File: src/rtl/lsu_pkg.sv
// Shared definitions for the load/store unit: funct3 encodings, FSM states
// and the request legality check.
package lsu_pkg;

    localparam int XLEN = 32;

    localparam logic [2:0] F3_B  = 3'b000;
    localparam logic [2:0] F3_H  = 3'b001;
    localparam logic [2:0] F3_W  = 3'b010;
    localparam logic [2:0] F3_BU = 3'b100;
    localparam logic [2:0] F3_HU = 3'b101;

    typedef enum logic [2:0] {
        IDLE = 3'd0,
        RD   = 3'd1,
        WR   = 3'd2,
        RESP = 3'd3,
        ERR  = 3'd4
    } state_e;

    // Unsigned stores and misaligned halves/words never reach memory.
    function automatic logic req_illegal(input logic       store,
                                         input logic [2:0] funct3,
                                         input logic [1:0] off);
        logic bad;
        case (funct3)
            F3_B:    bad = 1'b0;
            F3_H:    bad = off[0];
            F3_W:    bad = (off != 2'b00);
            F3_BU:   bad = store;
            F3_HU:   bad = store | off[0];
            default: bad = 1'b1;
        endcase
        return bad;
    endfunction

endpackage

File: src/rtl/lsu_lane_align.sv
// Combinational byte/half lane steering: extends load data out of a memory
// word and merges sub-word store data into the old word.
module lsu_lane_align
    import lsu_pkg::*;
(
    input  logic [XLEN-1:0] ld_word,
    input  logic [2:0]      funct3,
    input  logic [1:0]      byte_off,
    input  logic [XLEN-1:0] st_old,
    input  logic [XLEN-1:0] st_wdata,
    output logic [XLEN-1:0] ld_data,
    output logic [XLEN-1:0] st_word
);

    logic [7:0]  byte_sel;
    logic [15:0] half_sel;

    always_comb begin
        byte_sel = ld_word[{byte_off, 3'b000} +: 8];
        half_sel = byte_off[1] ? ld_word[31:16] : ld_word[15:0];

        ld_data = ld_word;
        case (funct3)
            F3_B:    ld_data = {{24{byte_sel[7]}}, byte_sel};
            F3_BU:   ld_data = {24'h000000, byte_sel};
            F3_H:    ld_data = {{16{half_sel[15]}}, half_sel};
            F3_HU:   ld_data = {16'h0000, half_sel};
            default: ld_data = ld_word;
        endcase
    end

    always_comb begin
        st_word = st_old;
        case (funct3)
            F3_B: st_word[{byte_off, 3'b000} +: 8] = st_wdata[7:0];
            F3_H: begin
                if (byte_off[1]) begin
                    st_word[31:16] = st_wdata[15:0];
                end else begin
                    st_word[15:0] = st_wdata[15:0];
                end
            end
            F3_W:    st_word = st_wdata;
            default: st_word = st_old;
        endcase
    end

endmodule

File: src/rtl/lsu_mem_ctrl.sv
// Load/store initiator for a word-organised data memory without byte enables.
// Optional macro LSU_RANGE_CHECK_EN turns out-of-range addresses into errors.
module lsu_mem_ctrl #(
    parameter int MEM_AW = 10,
    parameter int XLEN   = 32
) (
    input  logic              CLK,
    input  logic              RST_N,
    input  logic              req_valid,
    output logic              req_ready,
    input  logic              req_store,
    input  logic [2:0]        req_funct3,
    input  logic [XLEN-1:0]   req_addr,
    input  logic [XLEN-1:0]   req_wdata,
    output logic              resp_valid,
    output logic [XLEN-1:0]   resp_rdata,
    output logic              resp_err,
    output logic [MEM_AW-1:0] mem_addr,
    output logic [XLEN-1:0]   mem_wdata,
    output logic              mem_we,
    input  logic [XLEN-1:0]   mem_rdata
);

    import lsu_pkg::*;

    state_e            state_q, state_d;
    logic              req_ready_q, req_ready_d;
    logic              resp_valid_q, resp_valid_d;
    logic              resp_err_q, resp_err_d;
    logic [XLEN-1:0]   resp_rdata_q, resp_rdata_d;
    logic [MEM_AW-1:0] mem_addr_q, mem_addr_d;
    logic [XLEN-1:0]   mem_wdata_q, mem_wdata_d;
    logic              mem_we_q, mem_we_d;

    logic [1:0]        off_q, off_d;
    logic [2:0]        f3_q, f3_d;
    logic              store_q, store_d;
    logic [XLEN-1:0]   wdata_q, wdata_d;

    logic              accept;
    logic              illegal;
    logic [XLEN-1:0]   ld_data;
    logic [XLEN-1:0]   st_word;

    assign accept = req_valid && req_ready_q;

`ifdef LSU_RANGE_CHECK_EN
    assign illegal = req_illegal(req_store, req_funct3, req_addr[1:0]) ||
                     (req_addr[XLEN-1:MEM_AW+2] != '0);
`else
    // Upper address bits are deliberately dropped so accesses wrap.
    logic unused_addr_hi;
    assign unused_addr_hi = ^req_addr[XLEN-1:MEM_AW+2];
    assign illegal = req_illegal(req_store, req_funct3, req_addr[1:0]);
`endif

    lsu_lane_align u_lane_align (
        .ld_word  (mem_rdata),
        .funct3   (f3_q),
        .byte_off (off_q),
        .st_old   (mem_rdata),
        .st_wdata (wdata_q),
        .ld_data  (ld_data),
        .st_word  (st_word)
    );

    // Outputs are registered, so each is computed for the state being entered.
    always_comb begin
        state_d      = state_q;
        req_ready_d  = 1'b0;
        resp_valid_d = 1'b0;
        resp_err_d   = 1'b0;
        resp_rdata_d = '0;
        mem_addr_d   = mem_addr_q;
        mem_wdata_d  = mem_wdata_q;
        mem_we_d     = 1'b0;
        off_d        = off_q;
        f3_d         = f3_q;
        store_d      = store_q;
        wdata_d      = wdata_q;

        case (state_q)
            IDLE: begin
                req_ready_d = 1'b1;
                if (accept) begin
                    off_d       = req_addr[1:0];
                    f3_d        = req_funct3;
                    store_d     = req_store;
                    wdata_d     = req_wdata;
                    req_ready_d = 1'b0;
                    if (illegal) begin
                        state_d      = ERR;
                        resp_valid_d = 1'b1;
                        resp_err_d   = 1'b1;
                    end else if (req_store && (req_funct3 == F3_W)) begin
                        state_d     = WR;
                        mem_addr_d  = req_addr[MEM_AW+1:2];
                        mem_wdata_d = req_wdata;
                        mem_we_d    = 1'b1;
                    end else begin
                        state_d    = RD;
                        mem_addr_d = req_addr[MEM_AW+1:2];
                    end
                end
            end
            RD: begin
                if (store_q) begin
                    state_d     = WR;
                    mem_wdata_d = st_word;
                    mem_we_d    = 1'b1;
                end else begin
                    state_d      = RESP;
                    resp_valid_d = 1'b1;
                    resp_rdata_d = ld_data;
                end
            end
            WR: begin
                state_d      = RESP;
                resp_valid_d = 1'b1;
            end
            RESP, ERR: begin
                state_d     = IDLE;
                req_ready_d = 1'b1;
            end
            default: begin
                state_d     = IDLE;
                req_ready_d = 1'b1;
            end
        endcase
    end

    always_ff @(posedge CLK or negedge RST_N) begin
        if (!RST_N) begin
            state_q      <= IDLE;
            req_ready_q  <= 1'b1;
            resp_valid_q <= 1'b0;
            resp_err_q   <= 1'b0;
            resp_rdata_q <= '0;
            mem_addr_q   <= '0;
            mem_wdata_q  <= '0;
            mem_we_q     <= 1'b0;
        end else begin
            state_q      <= state_d;
            req_ready_q  <= req_ready_d;
            resp_valid_q <= resp_valid_d;
            resp_err_q   <= resp_err_d;
            resp_rdata_q <= resp_rdata_d;
            mem_addr_q   <= mem_addr_d;
            mem_wdata_q  <= mem_wdata_d;
            mem_we_q     <= mem_we_d;
        end
    end

    // Request capture is pure datapath and only matters after an accept.
    always_ff @(posedge CLK) begin
        off_q   <= off_d;
        f3_q    <= f3_d;
        store_q <= store_d;
        wdata_q <= wdata_d;
    end

    assign req_ready  = req_ready_q;
    assign resp_valid = resp_valid_q;
    assign resp_err   = resp_err_q;
    assign resp_rdata = resp_rdata_q;
    assign mem_addr   = mem_addr_q;
    assign mem_wdata  = mem_wdata_q;
    assign mem_we     = mem_we_q;

endmodule
File: config.mk
export PLATFORM = sky130hd
export DESIGN_NAME = lsu_mem_ctrl
export DESIGN_NICKNAME = d
export VERILOG_FILES = /design/src/rtl/lsu_pkg.sv /design/src/rtl/lsu_lane_align.sv /design/src/rtl/lsu_mem_ctrl.sv
export SDC_FILE = /design/constraint.sdc
export NUM_CORES = 1
export LEC_CHECK = 0
export ABC_AREA = 1
export BUFFER_PORTS_ARGS = -buffer_cell sky130_fd_sc_hd__buf_2
export CORE_ASPECT_RATIO = 0.5
export CORE_MARGIN = 2
export CORE_UTILIZATION = 35
export DETAILED_ROUTE_END_ITERATION = 10
export GPL_ROUTABILITY_DRIVEN = 1
export PLACE_DENSITY_LB_ADDON = 0.2
export SYNTH_ARGS = -nofsm -noshare
export SYNTH_HDL_FRONTEND = slang
export SYNTH_SLANG_ARGS = --single-unit
File: constraint.sdc
create_clock -name CLK -period 2.2 [get_ports CLK]
set_input_delay 0.11 -clock CLK [delete_from_list [all_inputs] [get_ports CLK]]
set_output_delay 0.11 -clock CLK [all_outputs]
set_load 0.005 [all_outputs]
[Word-level counts from Yosys, hierarchy flattened]
Cells that the tools add are included.
Storage, ports and cells
  word-level logic and storage cells: 74
  register bits after elaboration: 119
  output and inout port bits: 78
Operators by class
  reduce and logical (&&, ||, !) cells: 11
  $add $sub $neg: 1
  multiplexer cells: 31
  equality and inequality tests: 14
  shifts and indexed selects: 3
  bitwise operators: 2
Operator list (count)
  32-bit 2-to-1 mux: 6
  32-bit case mux with 4 select lines: 1
  32-bit case mux with 3 select lines: 1
  32-bit case mux with 2 select lines: 1
  16-bit 2-to-1 mux: 3
  32-bit bitwise mux: 1
  8-bit by 7-bit variable shift with 32-bit output (first input constant): 1
  32-bit by 6-bit variable part select with 8-bit output: 1
  8-bit by 7-bit variable part select with 32-bit output: 1
  3-bit equality test (second input constant): 4
  1-bit 2-to-1 mux: 10
  3-bit by 1-bit equality test with 1-bit output (second input constant): 3
  3-bit by 2-bit equality test with 1-bit output (second input constant): 3
  3-bit zero test: 3
  3-bit case mux with 3 select lines: 1
  2-bit != test (second input constant): 4
  5-bit negator with 7-bit output: 1
  3-bit 2-to-1 mux: 2
  1-bit case mux with 5 select lines: 1
  5-bit AND reduction: 1
  1-bit case mux with 2 select lines: 2
  2-bit nonzero test: 2
  1-bit case mux with 3 select lines: 1
  3-bit AND reduction: 1
  6 further kinds: 7

[Logic depth before layout (Yosys ltp)]
  depth in word-level cells: 6
  gate-level depth with buffers: 12

[Cells and area by module]
A second synthesis with hierarchy kept.
Unflattened totals
  cells, all modules: 1182
  area total of the unflattened synthesis: 7646.1 um^2
Modules (own cells, without submodules)
  lsu_mem_ctrl: seq. area each 3169.3 um^2, area each 4750.8 um^2, cells each 482, instances 1
  lsu_lane_align: seq. area each 0.0 um^2, area each 2895.3 um^2, cells each 700, instances 1

[Worst setup path after synthesis]
OpenSTA, ideal clock, no wires.
  path type: flip-flop to flip-flop
  start: register off_q[0]
  end: register mem_wdata_q[23] (netlist: mem_wdata[23])
  data required time: 2.135 ns
  arrival: 1.849 ns
  period minus slack after synthesis: 1.914 ns
  cell stages (with the launch flop): 12
  slack: 0.286 ns
  library setup time: 0.065 ns
  cells stage by stage: edfxtp_1 -> inv_2 -> clkbuf_1 -> ha_1 -> nand2_1 -> nor2_1 -> nand2_1 -> nand2_1 -> nand2_1 -> nand3b_1 -> nand2_1 -> nand2_1
On the way
  word-level cells in the longest chain between the ends: 6
Ends and longest elaborated chain
  from (decl): line lsu_mem_ctrl.sv:35  | logic [1:0] off_q, off_d;
  from (signal assigned): line lsu_mem_ctrl.sv:156  | off_q <= off_d;
  5-bit negator with 7-bit output *: line lsu_lane_align.sv:35  | F3_B: st_word[{byte_off, 3'b000} +: 8] = st_wdata[7:0];
  8-bit by 7-bit variable part select with 32-bit output / 8-bit by 7-bit variable shift with 32-bit output (equally long branches): line lsu_lane_align.sv:35
  32-bit bitwise mux *: line lsu_lane_align.sv:35
  32-bit case mux with 3 select lines *: line lsu_lane_align.sv:34  | case (funct3)
  32-bit 2-to-1 mux *: line lsu_mem_ctrl.sv:107  | if (store_q) begin
  32-bit case mux with 2 select lines *: line lsu_mem_ctrl.sv:82  | case (state_q)
  to (signal assigned): line lsu_mem_ctrl.sv:149  | mem_wdata_q <= mem_wdata_d;
  to (decl): line lsu_mem_ctrl.sv:32  | logic [XLEN-1:0] mem_wdata_q, mem_wdata_d;
Mark *: on every way between the ends. The rest lies on a longest branch, timed or not. The select of a mux whose other input is x is not followed.
A chain may end at the register's enable or synchronous reset.

[Final worst setup path]
  start: register f3_q[0]
  end: register mem_wdata_q[30] (netlist: mem_wdata[30])
On the way
  word-level cells in the longest chain between the ends: 4
Ends and longest elaborated chain
  from (decl): line lsu_mem_ctrl.sv:36  | logic [2:0] f3_q, f3_d;
  from (signal assigned): line lsu_mem_ctrl.sv:157  | f3_q <= f3_d;
  3-bit by 2-bit equality test with 1-bit output (tied with other cells): line lsu_lane_align.sv:34
  32-bit case mux with 3 select lines *: line lsu_lane_align.sv:34
  32-bit 2-to-1 mux *: line lsu_mem_ctrl.sv:107
  32-bit case mux with 2 select lines *: line lsu_mem_ctrl.sv:82
Marked as above.

==> flow_metrics.py <==
metrics = {
    "outcome": {
        "status": "completed",
    },
    "floorplan": {
        "io_pins": 181,
        "start_util_pct": 35.95,
        "fp-row-count": 35,
        "die_x_um": 199.1,
        "die-height_um": 101.5,
        "core_area_um2": 18520,
        "die_area_um2": 20220,
    },
    "power_and_ir_drop": {
        "total_power_uw": 9420,
        "ir_drop_mv": 0.6713,
        "powerDensity_nw_per_um2": 1057,
        "p_leak_uw": 0.004506,
    },
    "logic_synthesis": {
        "synthXorXnorAreaFrac_pct": 0,
        "synthAdderAreaFrac_pct": 0.9393,
        "ys_types": 36,
        "syn_area_um2": 6660,
        "synthCells": 877,
        "synth_compound_area_share_pct": 7.928,
        "synth_area_leaders": "dfrtp_1 (30%), edfxtp_1 (17%), nand2_1 (16%)",
        "async_flop_share_pct": 68.07,
        "yosysMostFrequentCell": "nand2_1",
        "synth_top_cell_by_area": "dfrtp_1",
        "synth_edf_count": 38,
        "synthMuxAreaShare_pct": 0,
        "yosysWarnings": 0,
        "synthSimpleGateAreaFrac_pct": 36.56,
        "ys.flop_type": "dfrtp_1",
        "synth_top_area_share_pct": 30.06,
        "syn_nets": 985,
        "synth_area_per_cell_um2": 7.594,
        "synth_top_family_by_area": "simple AND/OR/NAND/NOR gates",
        "ys_seq_area_share_pct": 47.59,
        "netlist_top_cells_count": "nand2_1 (276), nor2_1 (166), nand3_1 (81), dfrtp_1 (80), inv_1 (55)",
        "ys_seq_elements": 119,
    },
    "placed_design": {
        "hpwlAfterDp_um": 16600,
        "gp_congestion": 0.8944,
        "io_buffers": 160,
        "pre_cts_ws_ps": 179.3,
        "place_area_um2": 7731,
    },
    "timing": {
        "layout_min_cycle_time_ps": 2007,
        "clock_skew_ps": 9.159,
        "finalCritPeriodShare_pct": 91.23,
        "fin_ws_ps": 192.9,
        "fin_setup_tns_ps": 0,
        "setup-violations-final": 0,
        "grt_setup_unrepaired": "no",
        "worst_pin_slew_ps": 795.8,
        "slew_headroom_pct": 46.95,
        "hold_viol": 0,
        "drv_slew": 0,
        "fmax_mhz": 498.2,
    },
    "hold_path": {
        "worst_hold_path_type": "in -> reg",
    },
    "clocking": {
        "insertion_delay_ps": 420,
        "cts_buffer_depth": 2,
        "ctsHtreeMaxLevel": 4,
        "clock-root-buffer": "clkbuf_16",
        "cts_tree": "done",
        "cts_setup_buffers": 0,
        "cts_sinks": 119,
        "numCtsBuffers": 17,
        "clk_pin_slew_ps": 60,
    },
    "run": {
        "drv_cap": 0,
    },
    "layout": {
        "multi_input_area_um2": 3033,
        "final.fill_count": 1839,
        "layout-drive-gt1-share_pct": 23.06,
        "finalCoreUtilization_pct": 48.10,
        "antenna_cells": 0,
        "final_nets": 1205,
        "fin_area_um2": 8910,
        "regArea_um2": 3169,
        "syn2layout_area_growth_pct": 33.78,
    },
    "worst_setup_path": {
        "cp_common_cell": "nand2_1",
        "worst-path-buf-inv": 0,
        "critPathTopFamily": "simple AND/OR/NAND/NOR gates",
        "crit_fanout": 10,
        "end_kind": "flip-flop",
        "worstPathCellList": "a21oi_4 > nand3_1 > nand2_1 > nand3_1 > nand2_1 > nand2_1",
        "cpPeakStageDelay_ps": 670,
        "arrival_ps": 2310,
        "path_class": "reg -> reg",
        "slowest_stage": "edfxtp_1",
        "critPathLaunchType": "flip-flop",
        "crit_required_ps": 2510,
        "reg2reg_slack_ps": 190,
    },
    "route": {
        "firstDrtPassIters": 6,
        "dr.first_iter.drc_count": 590,
        "vias": 6549,
        "viasPerCell": 4.784,
        "remaining_drc_errors": 0,
        "drt-total-wl_um": 22680,
        "final_antenna_net_count": 0,
        "wl_per_cell_um": 16.57,
    },
    "grt": {
        "antenna_found_initial": 1,
        "overflow": 0,
        "grt_pass1_wl_um": 34920,
        "grt_pass1_vias": 6163,
        "grt_max_degree": 61,
        "grt_usage_pct": 23.17,
    },
}
## final timing paths
check	from	end	depth (start not counted)
worst max register to register	f3_q[0]	mem_wdata[30]	6
worst min-delay path	mem_rdata[17]	resp_rdata[17]	3
worst min register to register	mem_wdata[11]	mem_wdata[11]	2
max in group asynchronous	RST_N	mem_wdata[12]	3
worst max-delay path	f3_q[0]	mem_wdata[30]	6
min in group asynchronous	RST_N	mem_wdata[4]	2
## sequential cells by signal, summed over array words and instances (netlist names)
register    count
store_q         1
mem_we          1
mem_addr       10
resp_valid      1
off_q           2
state_q         3
req_ready       1
f3_q            3
resp_err        1
wdata_q        32
mem_wdata      32
resp_rdata     32
## per-layer routing
metal	vias up	GRT usage, %	part of all wire, %
met4	0	5.166	1.0
met2	242	31.76	40
met5	-	0	0
met3	18	5.661	8.3
li1	3245	-	-
met1	3044	36.13	51
## worst reg2reg max path, cell delays in order, from the launching register on
cell	delay, ps
edfxtp_1	670
a21oi_4	420
nand3_1	330
nand2_1	150
nand3_1	150
nand2_1	100
nand2_1	60
## layout by cell type (no fill, tap or decap), drive strengths merged, types with 8 or more instances in the layout
cell type,netlist,layout
nand2,281,281
nor2,185,185
buf,25,180
nand3,83,83
dfrtp,80,80
inv,60,67
dlygate4sd3,0,58
a21oi,49,49
edfxtp,38,38
o21ai,26,26
clkbuf,12,18
or2,8,8
## where the power goes
| group | switching (uW) | leakage [uW] | internal (uW) |
|---|---|---|---|
| sequential | 410 | 0.00142 | 2980 |
| clock | 1140 | 0.000282 | 1700 |
| combinational | 2030 | 0.00280 | 1160 |
| total | 3580 | 0.00451 | 5840 |
## repair_timing
item / in CTS / in global routing
hold buffers: 58 / 0
setup endpoints to repair: 0 / 5
endpoints found under the hold margin: 115 / 0
gates resized for setup: 0 / 1
## kinds of logic (layout without fill, tap and decap cells)
family / after synthesis / in the layout
adders and majority gates: 5 / 5
and+or+nand+nor: 563 / 563
AOI/OAI and AO/OA: 92 / 92
DFF: 119 / 119
buffers and inverters: 98 / 331
## layout make-up
class                      instances  area share (%)
clock buffer                      18           4.817
tap                              259           3.637
sequential                       119           35.57
timing repair buffer             238           17.36
inverter                          61           2.710
clock inverter                    14           1.868
multi-input combinational        660           34.04
## stage by stage
| step | hold WS (ps) | cells |
|---|---|---|
| finish | 26.76 | 1369 |
| global route | 27.15 | 1369 |
| CTS | 10.44 | 1369 |
| detailed placement | 243.7 | 1279 |
| global placement | 235.6 | 1279 |
| floorplan | -185.6 | 877 |
No activity file was read; power rests on OpenSTA's default activity.
